===== config.mk =====
export PLATFORM = sky130hd
export DESIGN_NAME = bullet_pool_flat
export DESIGN_NICKNAME = d
export VERILOG_FILES = /design/src/rtl/bullet_pool_pkg.sv /design/src/rtl/bullet_pool_if.sv /design/src/rtl/bullet_pool_slot.sv /design/src/rtl/bullet_pool.sv /design/src/flat_wrapper.sv
export SDC_FILE = /design/constraint.sdc
export NUM_CORES = 1
export LEC_CHECK = 0
export CAP_MARGIN = 15
export CORE_MARGIN = 4
export CORE_UTILIZATION = 55
export CTS_BUF_LIST = sky130_fd_sc_hd__clkbuf_16
export DETAILED_ROUTE_END_ITERATION = 7
export GPL_ROUTABILITY_DRIVEN = 0
export PLACE_DENSITY = 0.82
export SYNTH_ARGS = -nofsm -noshare
export SYNTH_HDL_FRONTEND = slang
export SYNTH_HIERARCHICAL = 1
export SYNTH_SLANG_ARGS = --single-unit
export TNS_END_PERCENT = 5

===== constraint.sdc =====
create_clock -name i_clk -period 7.5 [get_ports i_clk]
set_input_delay 1.5 -clock i_clk [delete_from_list [all_inputs] [get_ports i_clk]]
set_output_delay 1.5 -clock i_clk [all_outputs]
set_load 0.03 [all_outputs]

===== src/rtl/bullet_pool_pkg.sv =====
// Shared constants and the bullet slot record for the per-player bullet pool.
package bullet_pool_pkg;
  localparam int COORD_W          = 12;
  localparam int HP_WIDTH         = 3;
  localparam int BULLET_SLOTS     = 4;
  localparam int BULLET_STEP_X    = 6;
  localparam int LIMIT_X          = 600;
  localparam int BULLET_SPAWN_OFS = 40;
  localparam int BULLET_COOLDOWN  = 8;
  localparam int HP_MAX           = 5;

  typedef struct packed {
    logic                      valid;
    logic signed [COORD_W-1:0] x;
    logic signed [COORD_W-1:0] y;
  } bullet_t;
endpackage


===== src/rtl/bullet_pool_if.sv =====
// Controller/renderer-facing bundle of the bullet pool: fire, geometry and slot state.
interface bullet_pool_if import bullet_pool_pkg::*; #(
  parameter int N_SLOTS  = BULLET_SLOTS,
  parameter int COORD_W  = bullet_pool_pkg::COORD_W,
  parameter int HP_WIDTH = bullet_pool_pkg::HP_WIDTH
);
  logic                        i_frame;
  logic                        i_round_start;
  logic                        i_fire;
  logic signed [COORD_W-1:0]   i_shooter_x;
  logic signed [COORD_W-1:0]   i_shooter_y;
  logic signed [COORD_W-1:0]   i_tgt_x_min;
  logic signed [COORD_W-1:0]   i_tgt_x_max;
  logic signed [COORD_W-1:0]   i_tgt_y_min;
  logic signed [COORD_W-1:0]   i_tgt_y_max;
  logic                        i_tgt_shield;
  logic [N_SLOTS-1:0]          o_valid;
  logic [N_SLOTS*COORD_W-1:0]  o_x;
  logic [N_SLOTS*COORD_W-1:0]  o_y;
  logic                        o_fire_ack;
  logic                        o_hit;
  logic [HP_WIDTH-1:0]         o_tgt_hp;
  logic                        o_tgt_dead;

  modport master (
    output i_frame, i_round_start, i_fire, i_shooter_x, i_shooter_y,
           i_tgt_x_min, i_tgt_x_max, i_tgt_y_min, i_tgt_y_max, i_tgt_shield,
    input  o_valid, o_x, o_y, o_fire_ack, o_hit, o_tgt_hp, o_tgt_dead
  );

  modport slave (
    input  i_frame, i_round_start, i_fire, i_shooter_x, i_shooter_y,
           i_tgt_x_min, i_tgt_x_max, i_tgt_y_min, i_tgt_y_max, i_tgt_shield,
    output o_valid, o_x, o_y, o_fire_ack, o_hit, o_tgt_hp, o_tgt_dead
  );
endinterface


===== src/rtl/bullet_pool_slot.sv =====
// One bullet: moves per frame, retires at the arena edge or on a target hit, reloads on spawn.
module bullet_pool_slot import bullet_pool_pkg::*; #(
  parameter int STEP    = BULLET_STEP_X,
  parameter int DIR_POS = 1,
  parameter int LIMIT_X = bullet_pool_pkg::LIMIT_X
) (
  input  logic                      i_clk,
  input  logic                      i_rst_n,
  input  logic                      i_frame,
  input  logic                      i_clear,
  input  logic                      i_spawn,
  input  logic signed [COORD_W-1:0] i_spawn_x,
  input  logic signed [COORD_W-1:0] i_spawn_y,
  input  logic signed [COORD_W-1:0] i_tgt_x_min,
  input  logic signed [COORD_W-1:0] i_tgt_x_max,
  input  logic signed [COORD_W-1:0] i_tgt_y_min,
  input  logic signed [COORD_W-1:0] i_tgt_y_max,
  output bullet_t                   o_slot,
  output logic                      o_free,
  output logic                      o_hit
);
  localparam logic signed [COORD_W-1:0] STEP_S = COORD_W'(STEP);
  localparam logic signed [COORD_W-1:0] LIM_S  = COORD_W'(LIMIT_X);

  bullet_t                   slot_p1;
  logic signed [COORD_W-1:0] x_mv;
  logic                      edge_out;
  logic                      in_box;

  // move and bounds are judged on the post-move x but the pre-frame y
  always_comb begin
    x_mv     = (DIR_POS != 0) ? slot_p1.x + STEP_S : slot_p1.x - STEP_S;
    edge_out = (x_mv > LIM_S) || (x_mv < -LIM_S);
    in_box   = (x_mv >= i_tgt_x_min) && (x_mv <= i_tgt_x_max) &&
               (slot_p1.y >= i_tgt_y_min) && (slot_p1.y <= i_tgt_y_max);
  end

  assign o_hit  = slot_p1.valid && !edge_out && in_box;
  assign o_free = !slot_p1.valid;
  assign o_slot = slot_p1;

  // stage p1: slot record updated on the frame tick
  always_ff @(posedge i_clk or negedge i_rst_n) begin
    if (!i_rst_n) begin
      slot_p1 <= '0;
    end else if (i_clear) begin
      slot_p1 <= '0;
    end else if (i_frame) begin
      if (slot_p1.valid) begin
        slot_p1.x <= x_mv;
        if (edge_out || in_box) slot_p1.valid <= 1'b0;
      end else if (i_spawn) begin
        slot_p1 <= '{valid: 1'b1, x: i_spawn_x, y: i_spawn_y};
      end
    end
  end
endmodule


===== src/rtl/bullet_pool.sv =====
// Per-player bullet pool: slot allocation, shot cooldown and opponent HP bookkeeping.
module bullet_pool import bullet_pool_pkg::*; #(
  parameter int N_SLOTS   = BULLET_SLOTS,
  parameter int STEP      = BULLET_STEP_X,
  parameter int DIR_POS   = 1,
  parameter int LIMIT_X   = bullet_pool_pkg::LIMIT_X,
  parameter int SPAWN_OFS = BULLET_SPAWN_OFS,
  parameter int COOLDOWN  = BULLET_COOLDOWN,
  parameter int COORD_W   = bullet_pool_pkg::COORD_W,
  parameter int HP_WIDTH  = bullet_pool_pkg::HP_WIDTH,
  parameter int HP_MAX    = bullet_pool_pkg::HP_MAX
) (
  input  logic          i_clk,
  input  logic          i_rst_n,
  bullet_pool_if.slave  bus
);
  localparam int CD_W = $clog2(COOLDOWN + 2);
  localparam logic signed [COORD_W-1:0] OFS_S = COORD_W'(SPAWN_OFS);

  bullet_t                    slots [N_SLOTS];
  logic [N_SLOTS-1:0]         free;
  logic [N_SLOTS-1:0]         hits;
  logic [N_SLOTS-1:0]         spawn_sel;
  logic                       found;
  logic                       spawn_ok;
  logic signed [COORD_W-1:0]  spawn_x;
  logic [CD_W-1:0]            cd_p1;
  logic                       ack_p1;
  logic                       hit_p1;
  logic [HP_WIDTH-1:0]        hp_p1;
  logic [N_SLOTS-1:0]         valid_v;
  logic [N_SLOTS*COORD_W-1:0] x_v;
  logic [N_SLOTS*COORD_W-1:0] y_v;

  function automatic int popcount(input logic [N_SLOTS-1:0] v);
    int c = 0;
    for (int k = 0; k < N_SLOTS; k++) c += int'(v[k]);
    return c;
  endfunction

  function automatic logic [HP_WIDTH-1:0] sat_sub(input logic [HP_WIDTH-1:0] hp, input int n);
    if (n >= int'(hp)) return '0;
    return hp - HP_WIDTH'(n);
  endfunction

  // lowest-index slot that was free before this frame wins the spawn
  always_comb begin
    spawn_sel = '0;
    found     = 1'b0;
    for (int k = 0; k < N_SLOTS; k++) begin
      if (free[k] && !found) begin
        spawn_sel[k] = 1'b1;
        found        = 1'b1;
      end
    end
  end

  assign spawn_ok = bus.i_frame && !bus.i_round_start && bus.i_fire &&
                    (cd_p1 == '0) && found && !bus.o_tgt_dead;
  assign spawn_x  = (DIR_POS != 0) ? bus.i_shooter_x + OFS_S : bus.i_shooter_x - OFS_S;

  for (genvar k = 0; k < N_SLOTS; k++) begin : g_slot
    bullet_pool_slot #(.STEP(STEP), .DIR_POS(DIR_POS), .LIMIT_X(LIMIT_X)) u_slot (
      .i_clk       (i_clk),
      .i_rst_n     (i_rst_n),
      .i_frame     (bus.i_frame),
      .i_clear     (bus.i_round_start),
      .i_spawn     (spawn_ok && spawn_sel[k]),
      .i_spawn_x   (spawn_x),
      .i_spawn_y   (bus.i_shooter_y),
      .i_tgt_x_min (bus.i_tgt_x_min),
      .i_tgt_x_max (bus.i_tgt_x_max),
      .i_tgt_y_min (bus.i_tgt_y_min),
      .i_tgt_y_max (bus.i_tgt_y_max),
      .o_slot      (slots[k]),
      .o_free      (free[k]),
      .o_hit       (hits[k])
    );
  end

  // stage p1: cooldown, pulses and HP registered one cycle after the frame tick
  always_ff @(posedge i_clk or negedge i_rst_n) begin
    if (!i_rst_n) begin
      cd_p1  <= '0;
      ack_p1 <= 1'b0;
      hit_p1 <= 1'b0;
      hp_p1  <= HP_WIDTH'(HP_MAX);
    end else if (bus.i_round_start) begin
      cd_p1  <= '0;
      ack_p1 <= 1'b0;
      hit_p1 <= 1'b0;
      hp_p1  <= HP_WIDTH'(HP_MAX);
    end else begin
      ack_p1 <= spawn_ok;
      hit_p1 <= bus.i_frame && (|hits);
      if (bus.i_frame) begin
        if (spawn_ok)            cd_p1 <= CD_W'(COOLDOWN);
        else if (cd_p1 != '0)    cd_p1 <= cd_p1 - CD_W'(1);
        if (!bus.i_tgt_shield)   hp_p1 <= sat_sub(hp_p1, popcount(hits));
      end
    end
  end

  always_comb begin
    valid_v = '0;
    x_v     = '0;
    y_v     = '0;
    for (int k = 0; k < N_SLOTS; k++) begin
      valid_v[k]                = slots[k].valid;
      x_v[k*COORD_W +: COORD_W] = slots[k].x;
      y_v[k*COORD_W +: COORD_W] = slots[k].y;
    end
  end

  assign bus.o_valid    = valid_v;
  assign bus.o_x        = x_v;
  assign bus.o_y        = y_v;
  assign bus.o_fire_ack = ack_p1;
  assign bus.o_hit      = hit_p1;
  assign bus.o_tgt_hp   = hp_p1;
  assign bus.o_tgt_dead = (hp_p1 == '0);
endmodule


===== src/flat_wrapper.sv =====
// flat-port wrapper written by rule: the top's interface ports become plain ports
module bullet_pool_flat import bullet_pool_pkg::*;
#(
  parameter int N_SLOTS   = BULLET_SLOTS,
  parameter int STEP      = BULLET_STEP_X,
  parameter int DIR_POS   = 1,
  parameter int LIMIT_X   = bullet_pool_pkg::LIMIT_X,
  parameter int SPAWN_OFS = BULLET_SPAWN_OFS,
  parameter int COOLDOWN  = BULLET_COOLDOWN,
  parameter int COORD_W   = bullet_pool_pkg::COORD_W,
  parameter int HP_WIDTH  = bullet_pool_pkg::HP_WIDTH,
  parameter int HP_MAX    = bullet_pool_pkg::HP_MAX
)
  (i_clk, i_rst_n, bus_i_frame, bus_i_round_start, bus_i_fire, bus_i_shooter_x, bus_i_shooter_y, bus_i_tgt_x_min, bus_i_tgt_x_max, bus_i_tgt_y_min, bus_i_tgt_y_max, bus_i_tgt_shield, bus_o_valid, bus_o_x, bus_o_y, bus_o_fire_ack, bus_o_hit, bus_o_tgt_hp, bus_o_tgt_dead);
  bullet_pool_if #(.N_SLOTS(N_SLOTS), .COORD_W(COORD_W), .HP_WIDTH(HP_WIDTH)) bus_i ();
  input  logic i_clk;
  input  logic i_rst_n;
  input wire logic [$bits(bus_i.i_frame)-1:0] bus_i_frame;
  input wire logic [$bits(bus_i.i_round_start)-1:0] bus_i_round_start;
  input wire logic [$bits(bus_i.i_fire)-1:0] bus_i_fire;
  input wire logic [$bits(bus_i.i_shooter_x)-1:0] bus_i_shooter_x;
  input wire logic [$bits(bus_i.i_shooter_y)-1:0] bus_i_shooter_y;
  input wire logic [$bits(bus_i.i_tgt_x_min)-1:0] bus_i_tgt_x_min;
  input wire logic [$bits(bus_i.i_tgt_x_max)-1:0] bus_i_tgt_x_max;
  input wire logic [$bits(bus_i.i_tgt_y_min)-1:0] bus_i_tgt_y_min;
  input wire logic [$bits(bus_i.i_tgt_y_max)-1:0] bus_i_tgt_y_max;
  input wire logic [$bits(bus_i.i_tgt_shield)-1:0] bus_i_tgt_shield;
  output wire logic [$bits(bus_i.o_valid)-1:0] bus_o_valid;
  output wire logic [$bits(bus_i.o_x)-1:0] bus_o_x;
  output wire logic [$bits(bus_i.o_y)-1:0] bus_o_y;
  output wire logic [$bits(bus_i.o_fire_ack)-1:0] bus_o_fire_ack;
  output wire logic [$bits(bus_i.o_hit)-1:0] bus_o_hit;
  output wire logic [$bits(bus_i.o_tgt_hp)-1:0] bus_o_tgt_hp;
  output wire logic [$bits(bus_i.o_tgt_dead)-1:0] bus_o_tgt_dead;
  assign bus_i.i_frame = bus_i_frame;
  assign bus_i.i_round_start = bus_i_round_start;
  assign bus_i.i_fire = bus_i_fire;
  assign bus_i.i_shooter_x = bus_i_shooter_x;
  assign bus_i.i_shooter_y = bus_i_shooter_y;
  assign bus_i.i_tgt_x_min = bus_i_tgt_x_min;
  assign bus_i.i_tgt_x_max = bus_i_tgt_x_max;
  assign bus_i.i_tgt_y_min = bus_i_tgt_y_min;
  assign bus_i.i_tgt_y_max = bus_i_tgt_y_max;
  assign bus_i.i_tgt_shield = bus_i_tgt_shield;
  assign bus_o_valid = bus_i.o_valid;
  assign bus_o_x = bus_i.o_x;
  assign bus_o_y = bus_i.o_y;
  assign bus_o_fire_ack = bus_i.o_fire_ack;
  assign bus_o_hit = bus_i.o_hit;
  assign bus_o_tgt_hp = bus_i.o_tgt_hp;
  assign bus_o_tgt_dead = bus_i.o_tgt_dead;
  bullet_pool #(.N_SLOTS(N_SLOTS), .STEP(STEP), .DIR_POS(DIR_POS), .LIMIT_X(LIMIT_X), .SPAWN_OFS(SPAWN_OFS), .COOLDOWN(COOLDOWN), .COORD_W(COORD_W), .HP_WIDTH(HP_WIDTH), .HP_MAX(HP_MAX)) u_core (.i_clk(i_clk), .i_rst_n(i_rst_n), .bus(bus_i));
endmodule

* Word-level counts from Yosys, hierarchy flattened
Cells that the tools add are included.
** Operators by class
- Reductions and logical operators :: 76
- Mux-type cells :: 46
- Add/sub/neg operators :: 10
- Order comparisons :: 25
- Eq/ne operators :: 5
** Operators by type and width (count)
- 2-to-1 mux 25 bit :: 12
- greater-or-equal comparator 12 bit :: 8
- less-or-equal comparator 12 bit :: 8
- adder 32 x 2 -> 32 bit :: 2
- 2-to-1 mux 13 bit :: 4
- adder 12 x 4 -> 12 bit, second input constant :: 4
- > comparator 12 x 11 -> 1 bit, second input constant :: 4
- < comparator 12 x 11 -> 1 bit, second input constant :: 4
- 2-to-1 mux 12 bit :: 4
- logical AND 1 bit :: 33
- greater-or-equal comparator 32 x 4 -> 1 bit :: 1
- 2-to-1 mux 1 bit :: 17
- 2-to-1 mux 4 bit :: 4
- 2-to-1 mux 3 bit :: 5
- nonzero test 3 bit :: 5
- adder 12 x 7 -> 12 bit, second input constant :: 1
- AND reduction 2 bit :: 6
- AND reduction 3 bit :: 4
- zero test 1 bit :: 11
- inequality test 2 bit, second input constant :: 5
- nonzero test 2 bit :: 5
- logical OR 1 bit :: 8
- zero test 4 bit :: 1
- nonzero test 4 bit :: 1
- other kinds (5) :: 5
** Word-level totals
- Word-level logic and storage cells :: 178
- Flip-flop bits (word level) :: 109

* Logic depth before layout (Yosys ltp)
Gate-level depths: netlist of the first run.
- Word-level depth :: 18
- Depth in mapped cells :: 20

* Modules after synthesis
Netlist of the first run, hierarchy kept.
** By module, submodules not included
- bullet_pool_slot :: cells each 298, instances 4, area each 2498.6 sq um
- bullet_pool :: cells each 91, instances 1, area each 825.8 sq um

* Least setup slack after synthesis of the first run
OpenSTA, ideal clock, no wires.
- Kind :: in2reg
- Start point :: input bus_i_tgt_y_max[5]
- End point :: register u_core.hp_p1[1], in the netlist u_core/bus.o_tgt_hp[1]
- Path slack :: 2731 ps
- Library setup time :: 77 ps
- Cell stages on the path :: 16
- Arrival time :: 4691 ps
- Path buffers :: 0
- Data required time :: 7423 ps
- Cell sequence :: inv_1 > ha_1 > nand4_1 > or3_1 > o311ai_0 > a31oi_1 > nor3_1 > o211ai_1 > nor3_1 > fa_1 > ha_1 > ha_1 > fa_1 > nor3_1 > o21ai_0 > a21oi_1
** Between the ends
- Word-level cells in the longest chain between the ends :: 15
** Ends and longest elaborated chain
- from (decl) :: RTL line flat_wrapper.sv:26 : input wire logic [$bits(bus_i.i_tgt_y_max)-1:0] bus_i_tgt_y_max;
- less-or-equal comparator 12 bit (*) :: RTL line bullet_pool_slot.sv:35 : (slot_p1.y >= i_tgt_y_min) && (slot_p1.y <= i_tgt_y_max);
- logical AND 1 bit (*) :: RTL line bullet_pool_slot.sv:35
- logical AND 1 bit (*) :: RTL line bullet_pool_slot.sv:38 : assign o_hit = slot_p1.valid && !edge_out && in_box;
- net u_core.hits[1] :: RTL line bullet_pool.sv:22 : logic [N_SLOTS-1:0] hits;
- adder 1 x 1 -> 2 bit (*) :: RTL line bullet_pool.sv:37 : for (int k = 0; k < N_SLOTS; k++) c += int'(v[k]);
- adder 32 x 2 -> 32 bit (*) (2 in a row) :: RTL line bullet_pool.sv:37
- greater-or-equal comparator 32 x 4 -> 1 bit :: RTL line bullet_pool.sv:42 : if (n >= int'(hp)) return '0;
- 2-to-1 mux 1 bit :: RTL line bullet_pool.sv:42
- 2-to-1 mux 1 bit :: RTL line bullet_pool.sv:99 : if (!bus.i_tgt_shield) hp_p1 <= sat_sub(hp_p1, popcount(hits));
- 2-to-1 mux 1 bit :: RTL line bullet_pool.sv:96 : if (bus.i_frame) begin
- 2-to-1 mux 1 bit :: RTL line bullet_pool.sv:88 : end else if (bus.i_round_start) begin
- 2-to-1 mux 3 bit (*) :: RTL line bullet_pool.sv:43 : return hp - HP_WIDTH'(n);
- 2-to-1 mux 3 bit (*) :: RTL line bullet_pool.sv:99
- 2-to-1 mux 3 bit (*) :: RTL line bullet_pool.sv:96
- 2-to-1 mux 3 bit (*) :: RTL line bullet_pool.sv:88
- to (signal assigned) :: RTL line bullet_pool.sv:87 : hp_p1 <= HP_WIDTH'(HP_MAX);
- to (signal assigned) :: RTL line bullet_pool.sv:92 : hp_p1 <= HP_WIDTH'(HP_MAX);
- to (signal assigned) :: RTL line bullet_pool.sv:99
- to (decl) :: RTL line bullet_pool.sv:30 : logic [HP_WIDTH-1:0] hp_p1;
Mark *: on every way through the listed nets, which the timed path passes. The rest lies on a longest branch. The select of a mux whose other input is x is not followed.
A chain may end at the register's enable or synchronous reset.

* Worst setup path in the final report of the first run
- Start point :: input bus_i_tgt_y_max[3]
- End point :: register u_core.hp_p1[1], in the netlist u_core/bus.o_tgt_hp[1]
Same word-level chain as after synthesis.

==> results.txt, run 1 <==
----------------------------------------------------
[Outcome]
  Outcome ... finished, final reports clean

[Synth]
  Number of nets produced by synthesis ... 1544
  Biggest area consumer among synthesized cells ... dfrtp_1
  Portion of the post-synthesis area used by sequential elements ... 25.2%
  Prevailing post-synth register cell ... dfrtp_1
  Top cells by area in the synthesized netlist ... dfrtp_1, ha_1, inv_1
  Area fraction of the dominant cell type after synthesis ... 24.7%
  Number of enable flip-flop cells after synthesis ... 0
  Total number of yosys warnings ... 6
  Combined area of all synthesized cells ... 0.0108 mm^2
  Fraction of synthesis flops using an asynchronous set or reset pin ... 100%
  Cell variety after synth ... 65
  Instance count of the mapped netlist ... 1283
  Number of storage elements in the synthesis netlist ... 109
  Average instance area after synthesis ... 8.43 um^2
  Most frequent cells after synthesis ... inv_1, ha_1, dfrtp_1
  Count leader, synth ... inv_1

[Timing]
  Smallest hold slack ... 0.545 ns
  Hold Violations, Final ... 0
  Maximum operating frequency ... 178 MHz
  Shortest clock period the worst path allows after layout ... 5.63 ns
  Final Max Tran Viols ... 0
  Sum of negative setup slack ... 0 ns
  Skew final ... 0.00917 ns
  Slew at the pin with the worst max-slew slack ... 0.980 ns
  Worst slew margin relative to its limit ... 34.6%
  Post-route fraction of the period consumed by the critical path ... 75.1%
  Count of endpoints failing setup in the final report ... 0
  RSZ-0062 raised after global routing ... no

[Global route]
  Residual overflow from global routing ... 0
  GRT Overall Usage ... 31.6%
  Pin count of the biggest net entering global routing ... 59
  Wire length of the first global-routing pass ... 55500 um
  Initial antenna violation count ... 0
  Vias in the first global route ... 10600

[Layout]
  Reg area ... 0.00273 mm^2
  Multi-input logic area ... 0.00717 mm^2
  Fraction of layout cells with a size suffix above 1 ... 4.43%
  Final Net Count ... 1724
  Number of filler cells placed in the layout ... 1636
  Area Overhead vs Synth ... 22.3%
  Ant. Diodes ... 0
  Util after Layout ... 68.2%
  Finished Cell Area ... 0.0132 mm^2

[CTS]
  Clk Tree Root Cell ... clkbuf_16
  Clock tree from TritonCTS ... built
  Clock-pin transition on the worst setup and hold timing paths ... 0.08 ns
  H-tree depth ... 3
  Hold bufs inserted after CTS ... 0
  Postcts setup bufs ... 0
  Clk sinks ... 109
  CTS buffer count ... 9
  Bufs on Longest Clock Path ... 2
  Source-to-sink clock delay at the later pin of the worst-skew pair ... 0.36 ns
  Post-cts repair resize count ... 0

[Setup path]
  Reg-to-Reg End ... u_core/bus.o_tgt_hp[1]
  Endpoint class of the critical path ... register
  Critical path fanouts, max ... 4
  Kind of critical path ... in -> reg
  Longest individual stage delay on the worst path ... 0.54 ns
  Crit-path cells ... clkdlybuf4s50_1, inv_1, ha_1, nand4_1, or3_1, o311ai_0, a31oi_1, nor3_1, o211ai_1, nor3_1, fa_1, ha_1, ha_1, fa_1, nor3_1, o21ai_0, a21oi_1
  Required time at the worst-slack endpoint ... 7.79 ns
  Worst R2R Path Depth ... 19
  Register-to-register setup slack ... 2.12 ns
  Sort of element at the start of the critical path ... input pin
  Slowest stage cell, crit path ... clkdlybuf4s50_1
  Launching point of the worst reg2reg path ... u_core/g_slot[1].u_slot/o_slot[13]
  Data arrival time of the worst path ... 5.92 ns

[Min path]
  Cell depth of the worst hold path ... 2
  Endpoint, Worst Hold ... u_core/g_slot[2].u_slot/o_slot[23]
  Type of the worst min-delay path ... reg -> reg
  Worst hold path startpoint ... u_core/g_slot[2].u_slot/o_slot[23]

[Pwr]
  Max rail drop VDD ... 0.000154 V
  Fraction of power consumed by combinational cells ... 25.3%
  Internal power ... 0.000975 W
  Reported leakage power ... 6.52 nW
  Power per cell area ... 110 mW/mm^2
  Relative contribution of the clock network to total power ... 31.8%
  Total power draw ... 0.00145 W
  Portion of total power attributed to sequential cells ... 42.9%
  Switching power summed over all nets ... 0.000476 W
  Sw frac ... 32.8%

[Floorplan]
  Horizontal die dimension ... 148 um
  Die extent in y ... 148 um
  Row cnt ... 51
  Die Area ... 0.0220 mm^2
  Area of the placeable core ... 0.0194 mm^2
  Top-level I/O count ... 184
  Starting density of the core ... 55.8%

[Drt]
  DRC violation count after routing ... 0
  DRT antenna net count ... 0
  Routed wirelength normalized by instance count ... 20.1 um
  Number of violations reported at the end of detailed-routing iteration 0 ... 942
  TritonRoute pass-1 iters ... 6
  Overall routed net length ... 34800 um
  Vias ... 10600
  Post-detailed-route via-to-cell ratio ... 6.09

[Placement]
  Sum of net half-perimeters after detailed placement ... 27600 um
  Number of buffer cells added on primary ports ... 183
  Total placed instance area ... 0.0130 mm^2

[Flow run]
  Count of max-cap constraint violations ... 0

----------------------------------------------------
[cell usage in the layout, fill, tap and decap left out, types with 5 or more instances in the layout]
cell,Yosys,routed
a31oi_1,20,20
o21bai_1,5,5
nor3_1,24,24
o21ai_1,16,16
clkbuf_16,0,9
clkdlybuf4s50_1,0,182
dfrtp_1,107,107
nand2b_1,27,27
nand3_1,20,20
xor2_1,16,16
xnor2_1,36,36
nor4_1,5,5
a22oi_1,36,36
o211a_1,5,5
nand4_1,13,13
a22o_1,52,52
nor2_1,69,69
nand3b_1,5,5
and3_1,6,6
nor3_4,5,5
o2111ai_1,5,5
o221ai_1,12,12
nand2_1,84,84
a211oi_1,16,16
nor2b_1,12,12
o21a_1,8,8
o211ai_1,12,12
a21o_1,12,12
buf_4,0,9
a21oi_1,47,44
ha_1,181,181
inv_1,223,223
o21ai_0,87,87
[state kept, by name (all words and copies together) (netlist names)]
| name | cells |
|---|---|
| u_core/bus.o_fire_ack | 1 |
| u_core/bus.o_hit | 1 |
| u_core/g_slot.u_slot/o_slot | 100 |
| u_core/bus.o_tgt_hp | 3 |
| u_core/cd_p1 | 4 |
[critical path: cells and delay by family]
family | cells | cell delay (ns)
adders and majority gates | 5 | 1.79
and+or+nand+nor | 5 | 1.41
buffers and inverters | 2 | 0.60
AOI/OAI and AO/OA | 5 | 0.59
[metrics by stage]
stage / instances / setup WS (ns)
after global routing: 1733 / 1.57
final: 1733 / 1.87
after global placement: 1717 / 1.65
after CTS: 1733 / 1.93
after floorplan: 1283 / 2.73
after detailed placement: 1717 / 1.55
[cells by family after synthesis]
kind of cell,Yosys count,synth area share [%]
compound gates,379,24.4
simple gates,307,15.1
buf+inv,245,8.58
fa+ha+maj,183,21.3
flops,109,25.2
xor+xnor,60,5.41
[worst max path at each step]
| stage | end | slack, ns | cells after the start | from |
|---|---|---|---|---|
| final | u_core/bus.o_tgt_hp[1] | 1.87 | 17 | bus_i_tgt_y_max[3] |
| after global routing | u_core/bus.o_tgt_hp[1] | 1.57 | 17 | bus_i_tgt_y_max[5] |
| after CTS | u_core/bus.o_tgt_hp[1] | 1.93 | 17 | bus_i_tgt_y_max[5] |
| after detailed placement | u_core/bus.o_tgt_hp[1] | 1.55 | 17 | bus_i_tgt_y_max[5] |
| after global placement | u_core/bus.o_tgt_hp[1] | 1.65 | 17 | bus_i_tgt_y_max[5] |
| after floorplan | u_core/bus.o_tgt_hp[1] | 2.73 | 16 | bus_i_tgt_y_max[5] |
[per-layer routing]
metal  track usage (%)  vias up  share of wire [%]
met5                 0        -                  0
met4              16.8        0                5.6
met3              5.39      120                7.8
met2              52.4      514                 46
met1              39.6     4970                 40
li1                  -     4952                  -
[layout make-up]
type	count	share of cell area, %
Clock buffer	9	1.70
Clock inverter	7	0.378
Inverter	223	6.32
Multi-Input combinational cell	929	54.2
Sequential cell	109	20.6
Tap cell	265	2.50
Timing Repair Buffer	191	14.3
[power by group through the flow]
stage | logic (W) | registers (W) | clock network [W]
after floorplan | 0.000194 | 0.000639 | 0
after global placement | 0.000349 | 0.000633 | 0
after detailed placement | 0.000360 | 0.000633 | 0
after CTS | 0.000363 | 0.000622 | 0.000467
after global routing | 0.000406 | 0.000625 | 0.000487
final | 0.000368 | 0.000622 | 0.000461
Power figures use the tool's default switching activity.
==> run 2: changes to the inputs <==
==> constraint.sdc (replaced) <==
create_clock -name i_clk -period 5.6 [get_ports i_clk]
set_input_delay 1.12 -clock i_clk [delete_from_list [all_inputs] [get_ports i_clk]]
set_output_delay 1.12 -clock i_clk [all_outputs]
set_load 0.03 [all_outputs]
==> run 2 against run 1 <==
Compared with the run above:
- total power increased by 35%
- setup slack got worse by 1.4 ns
- first-iteration DRC count increased by 9.6%
- combinational power increased by 37%
- worst hold slack got worse by 0.0060 ns
- core utilization increased by 0.26 points
- wire length increased by 3.8%
- design area increased by 0.38%
- sequential share of layout area decreased by 0.078 points
- critical path type is now reg -> reg
==> results.txt, run 2 (same netlist as run 1, synthesis figures left out) <==
----------------------------------------------------
[Outcome]
  Outcome ... finished, final reports clean

[Setup path]
  Worst R2R Path Depth ... 20 (+1)
  Data arrival time of the worst path ... 5.45 ns (-0.47 ns)
  Endpoint class of the critical path ... register
  Critical path fanouts, max ... 7 (+3)
  Required time at the worst-slack endpoint ... 5.89 ns (-1.90 ns)
  Kind of critical path ... reg -> reg
  Sort of element at the start of the critical path ... register

[Layout]
  Commonest non-fill, non-tap cell in the layout ... inv_1
  Final Net Count ... 1731 (+0.41%)
  Most frequent cells in the layout ... inv_1, clkdlybuf4s50_1, ha_1
  Area Overhead vs Synth ... 22.8%
  Util after Layout ... 68.5% (+0.26 points)
  Fraction of layout cells with a size suffix above 1 ... 4.81% (+0.39 points)
  Ant. Diodes ... 0 (unchanged)
  Flip-flop count of the largest register, all copies and words added ... 100 (unchanged)

[Drt]
  Post-detailed-route via-to-cell ratio ... 6.17 (+1.3%)
  DRC violation count after routing ... 0 (unchanged)
  Number of violations reported at the end of detailed-routing iteration 0 ... 1032 (+9.6%)
  Vias ... 10700 (+1.7%)
  TritonRoute pass-1 iters ... 6 (unchanged)
  DRT antenna net count ... 0 (unchanged)
  Routed wirelength normalized by instance count ... 20.8 um (+3.4%)
  Overall routed net length ... 36100 um (+3.8%)

[Global route]
  Vias in the first global route ... 10800 (+1.2%)
  GRT Overall Usage ... 32.3% (+0.64 points)
  Wire length of the first global-routing pass ... 56100 um (+1.1%)
  Initial antenna violation count ... 0 (unchanged)
  Pin count of the biggest net entering global routing ... 71 (+20%)
  Residual overflow from global routing ... 0 (unchanged)

[Timing]
  Shortest clock period the worst path allows after layout ... 5.16 ns
  Post-route fraction of the period consumed by the critical path ... 92.2%
  Slew at the pin with the worst max-slew slack ... 1.04 ns (+0.0633 ns)
  Sum of negative setup slack ... 0 ns (unchanged)
  RSZ-0062 raised after global routing ... no
  Final Max Tran Viols ... 0 (unchanged)
  Worst slew margin relative to its limit ... 30.4% (-4.2 points)
  Maximum operating frequency ... 194 MHz
  Hold Violations, Final ... 0 (unchanged)
  Count of endpoints failing setup in the final report ... 0 (unchanged)
  Skew final ... 0.00813 ns (-0.00105 ns)

[Floorplan]
  Horizontal die dimension ... 148 um (unchanged)
  Area of the placeable core ... 0.0194 mm^2 (unchanged)
  Starting density of the core ... 55.8% (unchanged)
  Die Area ... 0.0220 mm^2 (unchanged)
  Die extent in y ... 148 um (unchanged)
  Top-level I/O count ... 184 (unchanged)
  Row cnt ... 51 (unchanged)

[Flow run]
  Count of max-cap constraint violations ... 0 (unchanged)

[Min path]
  Type of the worst min-delay path ... reg -> reg
  Cell depth of the worst hold path ... 2 (unchanged)

[CTS]
  Bufs on Longest Clock Path ... 2 (unchanged)
  H-tree depth ... 3 (unchanged)
  Clk sinks ... 109 (unchanged)
  CTS buffer count ... 9 (unchanged)
  Clock tree from TritonCTS ... built
  Clk Tree Root Cell ... clkbuf_16
  Hold bufs inserted after CTS ... 0 (unchanged)
  Post-cts repair resize count ... 0 (unchanged)
  Clock-pin transition on the worst setup and hold timing paths ... 0.08 ns (about the same)
  Postcts setup bufs ... 0 (unchanged)
  Source-to-sink clock delay at the later pin of the worst-skew pair ... 0.36 ns (about the same)

[Pwr]
  Power per cell area ... 148 mW/mm^2 (+35%)
  Reported leakage power ... 6.56 nW (+0.69%)
  Max rail drop VDD ... 0.000146 V (-5.3%)

[Placement]
  Number of buffer cells added on primary ports ... 183 (unchanged)
  Sum of net half-perimeters after detailed placement ... 28300 um (+2.7%)

----------------------------------------------------
-- run 2: cell types whose count changed in the layout (fill, tap and decap cells not counted) --
cell        before  now
a21oi_2          3    2
clkinvlp_4       2    1
buf_4            9   16
a21oi_1         44   45
clkinv_1         1    0
inv_6            1    2
inv_1          223  224
-- run 2: layer usage --
metal | wire (um) | up-vias | track usage [%]
met1 | 14100 | 5066 | 39.9
met3 | 3000 | 136 | 6.12
li1 | - | 4980 | -
met5 | 0 | - | 0
met2 | 16800 | 551 | 53.2
met4 | 2250 | 0 | 17.9
-- run 2: through the flow --
step | hold slack (ns) | area, um^2 | setup WS (ns) | instances | power [W]
5_1_grt | 0.573 | 13300 | 0.154 | 1740 | 0.00205
3_5_place_dp | 0.529 | 13000 | 0.215 | 1724 | 0.00134
2_1_floorplan | 0.522 | 10800 | 0.894 | 1283 | 0.00112
3_3_place_gp | 0.518 | 13000 | 0.273 | 1724 | 0.00132
4_1_cts | 0.546 | 13300 | 0.548 | 1740 | 0.00196
6_report | 0.539 | 13300 | 0.436 | 1740 | 0.00197
-- run 2: final timing paths --
path                                                         start                            endpoint  slack, ns
worst max-delay path            u_core/g_slot[1].u_slot/o_slot[14]              u_core/bus.o_tgt_hp[1]       0.44
worst min-delay path            u_core/g_slot[1].u_slot/o_slot[23]  u_core/g_slot[1].u_slot/o_slot[23]       0.54
worst max register to register  u_core/g_slot[1].u_slot/o_slot[14]              u_core/bus.o_tgt_hp[1]       0.44
worst min register to register  u_core/g_slot[1].u_slot/o_slot[23]  u_core/g_slot[1].u_slot/o_slot[23]       0.54
max in group asynchronous                                  i_rst_n              u_core/bus.o_tgt_hp[2]       3.61
min in group asynchronous                                  i_rst_n   u_core/g_slot[0].u_slot/o_slot[0]       0.89
-- run 2: final cells by class --
| class | count | area (um^2) |
|---|---|---|
| Fill cell | 1628 | 6110 |
| Sequential cell | 109 | 2730 |
| Inverter | 223 | 837 |
| Clock buffer | 9 | 225 |
| Clock inverter | 7 | 51.3 |
| Multi-Input combinational cell | 929 | 7170 |
| Tap cell | 265 | 332 |
| Timing Repair Buffer | 198 | 1940 |
-- run 2: worst max-delay path, cell delays in order (launching register included) --
cell,delay [ns]
dfrtp_1,0.49
inv_1,0.08
ha_1,0.27
nor3_1,0.37
nand3_1,0.16
xnor2_1,0.43
ha_1,0.27
and3_1,0.17
nand3_1,0.07
a21oi_1,0.18
a41oi_1,0.16
a211oi_2,0.33
nor3_1,0.09
buf_4,0.16
fa_1,0.45
ha_1,0.19
ha_1,0.31
fa_1,0.45
nor3_1,0.19
o21ai_0,0.12
a21oi_1,0.13
-- run 2: power by group --
| group | switching (W) | internal, W | leakage [nW] |
|---|---|---|---|
| Clock | 0.000326 | 0.000305 | 0.138 |
| Combinational | 0.000303 | 0.000202 | 4.92 |
| Sequential | 0.0000263 | 0.000804 | 1.51 |
==> run 3: changes to the inputs <==
--- a/config.mk
+++ b/config.mk
@@ -5,6 +5,7 @@
 export SDC_FILE = /design/constraint.sdc
 export NUM_CORES = 1
 export LEC_CHECK = 0
+export ABC_AREA = 0
 export CAP_MARGIN = 15
 export CORE_MARGIN = 4
 export CORE_UTILIZATION = 55
==> results of run 3 <==
No change in the layout: final DEF, timing and power equal those of run 2.
